===== config.mk =====
export PLATFORM = sky130hd
export DESIGN_NAME = serial_subtract_ctrl
export DESIGN_NICKNAME = d
export VERILOG_FILES = /design/src/rtl/serial_subtract_ctrl.sv
export SDC_FILE = /design/constraint.sdc
export NUM_CORES = 1
export LEC_CHECK = 0
export CORE_MARGIN = 2
export CORE_UTILIZATION = 24
export CTS_CLUSTER_SIZE = 24
export DETAILED_ROUTE_END_ITERATION = 10
export GPL_TIMING_DRIVEN = 0
export REMOVE_ABC_BUFFERS = 1
export SKIP_CTS_REPAIR_TIMING = 1
export SLEW_MARGIN = 20
export SYNTH_ARGS = -nofsm -noshare
export SYNTH_HDL_FRONTEND = slang
export SYNTH_SLANG_ARGS = --single-unit

===== constraint.sdc =====
create_clock -name clk -period 2.3 [get_ports clk]
set_input_delay 0.23 -clock clk [delete_from_list [all_inputs] [get_ports clk]]
set_output_delay 0.23 -clock clk [all_outputs]
set_load 0.02 [all_outputs]

===== src/rtl/serial_subtract_ctrl.sv =====
// serial_subtract_ctrl: bit-serial sequencer around an external single-bit
// full-subtractor cell. The operands are latched on start and fed to the cell
// one bit pair per clock, LSB first. The borrow travels between cycles in a
// flip-flop, and the difference bits are shifted into a result register.
//
// Handshake: start is a level request. It is sampled only in IDLE; while busy
// it is ignored and a/b are not resampled. done is a one-cycle pulse in DONE.
// diff/borrow_out are valid from that cycle until the first RUN edge of the
// next operation. start may be held high for back-to-back operation, which
// gives one operation every WIDTH+2 cycles.
module serial_subtract_ctrl #(
  parameter int WIDTH = 8
) (
  input  logic             clk,
  input  logic             rst_n,
  input  logic             start,
  input  logic [WIDTH-1:0] a,
  input  logic [WIDTH-1:0] b,
  output logic             fs_a,
  output logic             fs_b,
  output logic             fs_bin,
  input  logic             fs_d,
  input  logic             fs_bout,
  output logic             busy,
  output logic             done,
  output logic [WIDTH-1:0] diff,
  output logic             borrow_out
);

  localparam int CW = $clog2(WIDTH + 1);
  localparam logic [CW-1:0] LAST_BIT = CW'(WIDTH - 1);

  typedef enum logic [1:0] {
    S_IDLE = 2'd0,
    S_RUN  = 2'd1,
    S_DONE = 2'd2
  } state_e;

  // Hierarchically visible FSM state, available for checkers to bind to.
  state_e state_q, state_d;

  logic [WIDTH-1:0] a_sh_q, a_sh_d;
  logic [WIDTH-1:0] b_sh_q, b_sh_d;
  logic [WIDTH-1:0] d_sh_q, d_sh_d;
  logic [CW-1:0]    cnt_q, cnt_d;
  logic             brw_q, brw_d;
  logic             borrow_q, borrow_d;

  // State and datapath registers; the synchronous reset takes priority over start.
  always_ff @(posedge clk) begin
    if (!rst_n) begin
      state_q  <= S_IDLE;
      a_sh_q   <= '0;
      b_sh_q   <= '0;
      d_sh_q   <= '0;
      cnt_q    <= '0;
      brw_q    <= 1'b0;
      borrow_q <= 1'b0;
    end else begin
      state_q  <= state_d;
      a_sh_q   <= a_sh_d;
      b_sh_q   <= b_sh_d;
      d_sh_q   <= d_sh_d;
      cnt_q    <= cnt_d;
      brw_q    <= brw_d;
      borrow_q <= borrow_d;
    end
  end

  // Next-state logic and cell drive. fs_* are nonzero only in RUN, so the cell
  // sees a quiet input while the block is idle or finishing.
  always_comb begin
    state_d  = state_q;
    a_sh_d   = a_sh_q;
    b_sh_d   = b_sh_q;
    d_sh_d   = d_sh_q;
    cnt_d    = cnt_q;
    brw_d    = brw_q;
    borrow_d = borrow_q;
    fs_a     = 1'b0;
    fs_b     = 1'b0;
    fs_bin   = 1'b0;

    unique case (state_q)
      S_IDLE: begin
        if (start) begin
          a_sh_d  = a;
          b_sh_d  = b;
          brw_d   = 1'b0;
          cnt_d   = '0;
          state_d = S_RUN;
        end
      end
      S_RUN: begin
        fs_a   = a_sh_q[0];
        fs_b   = b_sh_q[0];
        fs_bin = brw_q;
        d_sh_d = {fs_d, d_sh_q[WIDTH-1:1]};
        brw_d  = fs_bout;
        a_sh_d = {1'b0, a_sh_q[WIDTH-1:1]};
        b_sh_d = {1'b0, b_sh_q[WIDTH-1:1]};
        cnt_d  = cnt_q + CW'(1);
        if (cnt_q == LAST_BIT) begin
          borrow_d = fs_bout;
          state_d  = S_DONE;
        end
      end
      S_DONE: begin
        state_d = S_IDLE;
      end
      default: begin
        state_d = S_IDLE;
      end
    endcase
  end

  assign busy       = (state_q != S_IDLE);
  assign done       = (state_q == S_DONE);
  assign diff       = d_sh_q;
  assign borrow_out = borrow_q;

endmodule


# Word level (Yosys, flattened, before mapping)
# Index checks and enable logic that the tools add are counted.
[totals] inputBits=21 out_inout_bits=14 wordCells=33 reg_bits=32
[classes] eq_ne=5 muxes=14 n_reduce_logical=6 n_addsub=1
[ops] operator="$pmux 8 s2" n=2
[ops] operator="$mux 8" n=2
[ops] operator="$pmux 4 s2" n=1
[ops] operator="$reduce_and 2->1" n=3
[ops] operator="$add 4x1->4 const B" n=1
[ops] operator="$eq 4x3->1 const B" n=1
[ops] operator="$mux 1" n=4
[ops] operator="$mux 2" n=2
[ops] operator="$mux 4" n=1
[ops] operator="$ne 2x2->1 const B" n=2
[ops] operator="$pmux 2 s2" n=1
[ops] operator="$reduce_bool 2->1" n=2
[ops] operator="$eq 2x1->1 const B" n=1
[ops] operator="$eq 2x2->1 const B" n=1
[ops] operator="$logic_not 2->1" n=1
[ops] operator="$pmux 1 s2" n=1

# Longest topological paths before layout
[logic_depth] word_depth=3 ltp_mapped=5 ltp_nobuf=4

# Least setup slack after synthesis
# No wires, ideal clock.
[synth_path] kind="register to output" startpoint="register state_q[0]" endpoint="output port fs_a" t_arrival_ps=1089 required_ps=2070 path_stages_with_launch=4 slack_ps=981 path_buffers=1 cell_sequence="dfxtp_1 > nor2b_1 > buf_2 > and2_1"
[synth_via] elab_chain_cells=2
[synth_rtl] item="start: declaration" line_no="40" text="state_e state_q, state_d;"
[synth_rtl] item="start signal: assignment" line_no="60" text="state_q <= state_d;"
[synth_rtl] item="$eq 2x1->1" line_no="84" text="unique case (state_q)"
[synth_rtl] item="$mux 1" line_no="84"
[synth_rtl] item="end: declaration" line_no="19" text="output logic fs_a,"
# No other way between the ends.

# Final worst setup path
[layout_path] startpoint="register state_q[1]" endpoint="output port done"
[layout_via] elab_chain_cells=1
[layout_rtl] item="$eq 2x2->1" line_no="118" text="assign done = (state_q == S_DONE);"
[layout_rtl] item="end: declaration" line_no="25" text="output logic done,"
# No other way between the ends.

==> metrics <==
Core ar. 5470 um2; clock buffer count from CTS 5; WP data required 2.07 ns; Setup-failing EPs final 0; Layout Skew 0.00265 ns; Final period util 92.0%; Setup CP Type flip-flop to output port; Top FF cell, synth dfxtp_1; Clock Path Buffers 2; DRT iter0 DRCs 95; Worst Hold Launch diff[0]; total iterations of the first detailed-routing run 4; synthesized cell area 1350 um2; Cells after DPL 259; worst hold path type flip-flop to flip-flop; FFs w/ async S/R, synth 0%; Slew headroom 59.7%; share of post-route cells with drive strength above 1 7.07%; Final Hold Fails 0; clock sink total 32; Layout Cells excl Fill 270; largest net degree at the start of global routing 24; crit path launch type flip-flop; crit path DAT 1.89 ns; Pwr per Cell Area 646 nW/um2; Layout area overhead 36.9%; largest fanout on the critical path 16; Worst Setup SP state_q[1]; vias in the first global route 1,210; Port Buf Inserts 34; gr usage total 11.2%; flops & latches, synth 32; clock slew at reported path FFs 0.06 ns; GP Congestion 0.718; dpl hpwl 2.20 mm; htree depth 2; Reg-to-Reg Start state_q[0]; initial antenna violation count 0; Least-Margin Pin Slew 0.602 ns; global-route wire length before repair 5.53 mm; Post-Synthesis Cells 164; Post-Route WL 3.26 mm; chip height 79.1 um; GR Overflow Total 0; die width 79.1 um; RSZ-0062 raised after global routing false; IO Pins 35; status complete, no violations; Vias/cell 4.66; CTS tree yes; Post-synth EDFFs 0; top cells by count, synth 32 x dfxtp_1, 24 x nand2_1, 23 x a21oi_1; Max VDD drop 0.193 mV; clock period minus worst slack 2.12 ns; drt drc 0; Syn Area/Cell 8.25 um2; Ys Warns 0; DRT antenna net count 0; via count 1,258; root buffer cell clkbuf_8; DP Area 1730 um2; Nets 219; Synth area leaders dfxtp_1 47%, a21oi_1 8.5%, nand2_1 6.7%, o2bb2ai_1 5.8%, o21ai_0 5.2%; Max Clk Rate 0.473 GHz; # rows 27; Pleak 0.656 nW; most frequent cell after synthesis dfxtp_1; Synth top area share 47.3%; Initial Util 24.7%; maxcap violations 0; routed length per placed instance 12.1 um; Synth cell types 31; Clock Latency Late Sink 0.28 ns; Slew Viols, Final 0; critical path capture point type output port; register area share after synthesis 47.3%; die area 6260 um2; Final Cell Area 1850 um2; # diodes 0; area leader, netlist dfxtp_1
==> cell usage in the layout, fill, tap and decap left out, types with 2 or more instances in the layout <==
| cell | synthesis | final |
|---|---|---|
| clkbuf_8 | 0 | 6 |
| o21ai_0 | 14 | 14 |
| buf_4 | 0 | 3 |
| and4b_1 | 2 | 2 |
| nand2b_1 | 2 | 2 |
| nor3_1 | 2 | 2 |
| dfxtp_1 | 32 | 31 |
| nand3_1 | 2 | 2 |
| inv_1 | 4 | 4 |
| and2_1 | 4 | 4 |
| clkbuf_1 | 5 | 2 |
| a22oi_1 | 2 | 2 |
| o22ai_1 | 5 | 5 |
| clkdlybuf4s50_1 | 0 | 34 |
| o2bb2ai_1 | 9 | 9 |
| a21oi_1 | 23 | 23 |
| nor2_1 | 15 | 15 |
| nand2_1 | 24 | 24 |
==> worst paths after layout <==
check | to | slack, ns | cells past startpoint
max | done | 0.18 | 3
min | diff[0] | 0.46 | 2
max reg2reg | cnt_q[3] | 0.91 | 3
min reg2reg | diff[0] | 0.46 | 2
==> where the power goes <==
group | switching [mW] | internal [mW] | total, mW
sequential | 0.0217 | 0.584 | 0.606
combinational | 0.0757 | 0.0801 | 0.156
clock | 0.191 | 0.244 | 0.434
total | 0.288 | 0.908 | 1.20
==> logic make-up (layout without fill, tap and decap cells) <==
| logic type | Yosys count | in the layout | share of synthesized area [%] |
|---|---|---|---|
| multiplexers | 1 | 1 | 0.739 |
| AO/OA/AOI/OAI | 61 | 61 | 27.9 |
| buffers and inverters | 15 | 49 | 5.18 |
| flip-flops | 32 | 32 | 47.3 |
| AND/OR/NAND/NOR | 54 | 54 | 17.9 |
| adder cells (fa/ha/maj) | 1 | 1 | 0.924 |
==> metal layers <==
metal	vias to the layer above	global-route usage (%)	part of all wire (%)
met2	23	17.2	46
met5	-	0	0
met3	8	4.43	4.4
li1	646	-	-
met1	581	13.7	48
met4	0	5.00	2.1
==> cell type report <==
class | instances | area (um2)
sequential | 32 | 644
inverter | 4 | 15.0
fill | 584 | 3620
timing repair buffer | 37 | 363
tap | 72 | 90.1
clock buffer | 8 | 90.1
multi-input combinational | 117 | 651
==> state kept, by name (all words and copies together), names as in the netlist <==
signal / flops
a_sh_q: 8
cnt_q: 4
borrow_out: 1
diff: 8
brw_q: 1
b_sh_q: 8
state_q: 2
==> per-stage QoR <==
stage | setup TNS [ns] | worst slack [ns] | utilization, % | hold slack, ns | power (mW)
final | 0 | 0.185 | 33.9 | 0.455 | 1.20
after global routing | 0 | 0.0834 | 33.9 | 0.480 | 1.26
after CTS | -2.21 | -0.740 | 33.2 | 0.463 | 1.20
after detailed placement | -1.28 | -0.429 | 31.6 | 0.453 | 0.769
after global placement | -1.33 | -0.451 | 31.6 | 0.445 | 0.767
after floorplan | 0 | 0.555 | - | 0.352 | 0.692
==> critical path, stage by stage (launching register included) <==
cell             delay (ns)
dfxtp_1                0.49
inv_1                  0.32
nor2_1                 0.17
clkdlybuf4s50_1        0.63
No activity file was read; power rests on OpenSTA's default activity.
